## src/rtl/sync_handshake_tx.sv

```systemverilog
// Source side of a two-phase (toggle) req/ack clock-domain crossing.
// Holds a captured word on xfer_data, flips req_tgl and waits for the resynchronized ack toggle.
module sync_handshake_tx #(
    parameter int DW      = 32,
    parameter int NSYNC   = 2,
    parameter int TIMEOUT = 1024,
    parameter int CW      = 16
) (
    input  logic          clk,
    input  logic          rst_n,
    input  logic          in_valid,
    input  logic [DW-1:0] in_data,
    output logic          in_ready,
    output logic          req_tgl,
    output logic [DW-1:0] xfer_data,
    input  logic          ack_tgl,
    output logic          done,
    output logic          busy,
    output logic          timeout_err,
    input  logic          err_clr,
    output logic [CW-1:0] xfer_cnt
);

    localparam int TW = (TIMEOUT < 2) ? 1 : $clog2(TIMEOUT + 1);
    localparam logic [TW-1:0] TMO_MAX = TW'(TIMEOUT);
    localparam bit TMO_EN = (TIMEOUT != 0);

    typedef enum logic [0:0] {
        IDLE     = 1'b0,
        WAIT_ACK = 1'b1
    } state_e;

    state_e        state_q, state_d;
    logic          req_tgl_q, req_tgl_d;
    logic [DW-1:0] xfer_data_q, xfer_data_d;
    logic          done_q, done_d;
    logic          err_q, err_d;
    logic [CW-1:0] xfer_cnt_q, xfer_cnt_d;
    logic [TW-1:0] tmo_q, tmo_d;
    logic          err_set_s;
    logic          ack_s;

    (* ASYNC_REG = "TRUE" *) logic [NSYNC-1:0] ack_sync_q;
    logic [NSYNC-1:0] ack_sync_d;

    assign ack_sync_d  = {ack_sync_q[NSYNC-2:0], ack_tgl};
    assign ack_s       = ack_sync_q[NSYNC-1];
    assign in_ready    = (state_q == IDLE) && (ack_s == req_tgl_q);
    assign busy        = (state_q == WAIT_ACK);
    assign req_tgl     = req_tgl_q;
    assign xfer_data   = xfer_data_q;
    assign done        = done_q;
    assign timeout_err = err_q;
    assign xfer_cnt    = xfer_cnt_q;

    // Next-state logic for the handshake FSM, timeout counter and sticky error.
    always_comb begin
        state_d     = state_q;
        req_tgl_d   = req_tgl_q;
        xfer_data_d = xfer_data_q;
        done_d      = 1'b0;
        xfer_cnt_d  = xfer_cnt_q;
        tmo_d       = tmo_q;
        err_set_s   = 1'b0;
        case (state_q)
            IDLE: begin
                tmo_d = '0;
                if (in_valid && in_ready) begin
                    xfer_data_d = in_data;
                    req_tgl_d   = ~req_tgl_q;
                    state_d     = WAIT_ACK;
                end else begin
                    state_d = IDLE;
                end
            end
            WAIT_ACK: begin
                // An ack arriving on the saturating cycle takes priority over the error.
                if (ack_s == req_tgl_q) begin
                    state_d    = IDLE;
                    done_d     = 1'b1;
                    xfer_cnt_d = xfer_cnt_q + CW'(1);
                end else if (tmo_q != TMO_MAX) begin
                    tmo_d     = tmo_q + TW'(1);
                    err_set_s = TMO_EN && (tmo_q + TW'(1) == TMO_MAX);
                end else begin
                    tmo_d = tmo_q;
                end
            end
            default: begin
                state_d = IDLE;
            end
        endcase
        if (err_set_s) begin
            err_d = 1'b1;
        end else if (err_clr) begin
            err_d = 1'b0;
        end else begin
            err_d = err_q;
        end
    end

    // Ack toggle resynchronizer; nothing else looks at ack_tgl.
    always_ff @(posedge clk or negedge rst_n) begin
        if (!rst_n) begin
            ack_sync_q <= '0;
        end else begin
            ack_sync_q <= ack_sync_d;
        end
    end

    // Handshake FSM state and registered outputs.
    always_ff @(posedge clk or negedge rst_n) begin
        if (!rst_n) begin
            state_q     <= IDLE;
            req_tgl_q   <= 1'b0;
            xfer_data_q <= '0;
            done_q      <= 1'b0;
            err_q       <= 1'b0;
            xfer_cnt_q  <= '0;
            tmo_q       <= '0;
        end else begin
            state_q     <= state_d;
            req_tgl_q   <= req_tgl_d;
            xfer_data_q <= xfer_data_d;
            done_q      <= done_d;
            err_q       <= err_d;
            xfer_cnt_q  <= xfer_cnt_d;
            tmo_q       <= tmo_d;
        end
    end

endmodule
```

## config.mk

```make
export PLATFORM = sky130hd
export DESIGN_NAME = sync_handshake_tx
export DESIGN_NICKNAME = d
export VERILOG_FILES = /design/src/rtl/sync_handshake_tx.sv
export SDC_FILE = /design/constraint.sdc
export NUM_CORES = 1
export LEC_CHECK = 0
export ABC_AREA = 1
export CORE_MARGIN = 4
export CORE_UTILIZATION = 30
export DETAILED_ROUTE_END_ITERATION = 10
export PLACE_DENSITY = 0.53
export REMOVE_ABC_BUFFERS = 1
export SLEW_MARGIN = 20
export SYNTH_ARGS = -nofsm -noshare
export SYNTH_HDL_FRONTEND = slang
export SYNTH_SLANG_ARGS = --single-unit
```

## constraint.sdc

```tcl
create_clock -name clk -period 1.9 [get_ports clk]
set_input_delay 0.38 -clock clk [delete_from_list [all_inputs] [get_ports clk]]
set_output_delay 0.38 -clock clk [all_outputs]
set_load 0.03 [all_outputs]
```

==> metrics <==
TritonRoute pass-1 iters 4; antenna violations before repair 0; FILL cells 1021; initial DRC count 96; Pleak 1.99 nW; Core Area 9860 um^2; Tcrit/Tclk final 96.0%; via count of the first global-routing pass 2785; Die Width 109 um; Area Growth Syn to Fin 39.6%; drt total wl 7850 um; post-synthesis sequential area ratio 52.8%; Vias 2707; Yosys top cell by area dfrtp_1; mapped cell area 3080 um^2; Cells after Synth 375; Setup TNS 0 ps; maxcap violations 0; IO buf count 89; area share of the largest cell type after synthesis 52.8%; final setup violation count 0; met3 track demand over resource 6.64%; startpoint types flop; die area 11900 um^2; synth warn 0; CTS Buf Count 9; flop2flop setup slack 320 ps; htree depth 3; largest net degree at the start of global routing 66; kind of cell adding the most delay to the critical path buffers and inverters; DRC Markers 0; Min Clock Period, post-route 1820 ps; Pins Over Slew Limit 0; post-CTS setup buffer count 0; wire per inst 12.9 um; RR Endpoint xfer_data[28]$_DFFE_PN0P_; HP Class in2async; busiest layer in global routing met2; RSZ-0062 raised after global routing false; NetSw 0.00256 W; WP buf/inv 1; Vias/cell 4.46; final-report hold violation count 0; total grt overflow 0; Reg power frac 35.3%; die height 109 um; Worst slew margin 74.3%; largest cells by area after synthesis dfrtp_1 53%, nand2_1 16%, nand3_1 8.8%; Util after Layout 43.6%; Nets 510; Highest Clock Rate 0.548 GHz; Cell Chain, Critical Path clkdlybuf4s50_1; Crit. End Element output pin; status finished, final reports clean; Switching Share 43.1%; internal power 0.00337 W; Peak supply drop 0.000691 V; Setup Slack @ Placement 213 ps; Cell variety after synth 23; GR met1 Demand/Resource 18.4%; layout cells sized above 1 7.17%; r2r startpoint req_tgl$_DFFE_PN0P_; # diodes 0; WHS 38.4 ps; Slowest cell on crit path clkdlybuf4s50_1; Initial Util 31.2%; Sink Count 65; Clock Power Share 17.6%; CTS tree built; IO Pins 90; Worst-Margin Slew 383 ps; crit path max fanout 4; antenna viol nets, final 0; clk_skew 7.70 ps; clock root buffer clkbuf_8; met2 Usage GRT 21.0%; pwr/cell area 1380 nW/um^2; Yosys reg bits 65; max incr delay on CP 710 ps; Placer Congestion 0.770; post-route design area 4300 um^2; worst setup margin 76.3 ps; Crit path required time 1520 ps; GRT Util Overall 14.2%; worst setup path category reg2out; Placed Area 4120 um^2; first-pass GRT wire length 13500 um; Combinational Power Share 47.1%; clock slew at reported path FFs 70 ps; Mapped Avg Cell Area 8.21 um^2; Clock Path Buffers 2; CP arrival 1440 ps; clk_lat worst skew 330 ps; Row Count 36; Worst Reg2Reg Path Length in Cells 6; HPWL after DPL 5590 um
-- worst max-delay path by stage --
stage	from	endpoint	slack, ps	depth (start not counted)
floorplan	req_tgl$_DFFE_PN0P_	req_tgl$_DFFE_PN0P_	-650	4
global placement	req_tgl$_DFFE_PN0P_	xfer_data[19]$_DFFE_PN0P_	300	6
detailed placement	req_tgl$_DFFE_PN0P_	timeout_err$_DFFE_PN0P_	210	7
CTS	xfer_cnt[13]$_DFFE_PN0P_	xfer_cnt[13]	50	1
global route	req_tgl$_DFFE_PN0P_	in_ready	9	3
finish	xfer_cnt[13]$_DFFE_PN0P_	xfer_cnt[13]	80	1
-- layout by cell type, fill, tap and decap left out --
master           count
nand2_1            131
clkdlybuf4s50_1     85
dfrtp_1             65
nand3_1             54
inv_1               31
nor2_1              22
o21ai_0             14
xor2_1              11
clkbuf_8            10
nor3_1               7
buf_4                7
xnor2_1              4
o21ai_1              4
nand4_1              4
ha_1                 4
nor2_4               3
clkinv_2             3
nand2_2              2
nand3_2              2
dlygate4sd2_1        2
nor2_2               1
inv_2                1
nand2_4              1
and2_1               1
clkbuf_1             1
clkinvlp_4           1
clkinv_4             1
buf_2                1
buf_12               1
-- layer usage --
layer | up-vias | share of wire [%]
met1 | 1253 | 47
met3 | 4 | 9.9
met4 | 0 | 0.69
li1 | 1373 | -
met2 | 77 | 42
met5 | - | 0
-- Yosys cell counts, drive strengths merged --
cell and number:
nand2 134, clkbuf 3, nor2 26, xnor2 4
nand4 4, o21ai 18, and2 1, ha 4
nand3 56, inv 32, dfrtp 65, nor3 7
buf 10, xor2 11
-- through the flow --
stage | std cells | total power (W)
after CTS | 607 | 0.00603
after floorplan | 362 | 0.00363
after global routing | 607 | 0.00635
after detailed placement | 591 | 0.00495
after global placement | 591 | 0.00493
final | 607 | 0.00593
-- power by group through the flow --
stage	Combinational, W	Sequential [W]	Clock (W)
detailed placement	0.00284	0.00211	0
global placement	0.00282	0.00210	0
global route	0.00304	0.00216	0.00115
finish	0.00279	0.00210	0.00104
floorplan	0.000755	0.00287	0
CTS	0.00283	0.00210	0.00109
-- sequential cells by signal, summed over array words and instances (netlist names) --
signal       count
req_tgl          1
xfer_cnt        16
tmo_q           11
xfer_data       32
done             1
timeout_err      1
ack_sync_q       2
busy             1
-- logic make-up (layout without fill, tap and decap cells) --
group | after synthesis | after routing | share of synthesized area [%]
adder cells (fa/ha/maj) | 4 | 4 | 1.63
AO/OA/AOI/OAI | 18 | 18 | 2.93
buffers and inverters | 45 | 144 | 6.18
AND/OR/NAND/NOR | 228 | 228 | 32.2
flip-flops | 65 | 65 | 52.8
XOR/XNOR | 15 | 15 | 4.27
-- worst register-to-register path, cell delays in order, from the launching register on --
cell     delay, ps
dfrtp_1        430
xor2_1         200
nor2_2         240
nand2_2        240
buf_4          250
nand2_1         70
nand2_1         50
-- final cells by class --
cell class              instances  area [um^2]  share of cell area, %
clock inverters                 5         31.3                  0.728
inverters                      32          120                   2.79
well taps                     133          166                   3.87
clock buffers                  11          141                   3.29
multi-input cells             265         1270                   29.5
repair buffers                 96          946                   22.0
flip-flops and latches         65         1630                   37.8
-- repair_timing --
item	in CTS	in global routing
cloned	0	0
hold buffers	0	0
endpoints found under the setup margin	2	1
gates resized for setup	2	1
Note: power is estimated with default switching activity, not from simulation.
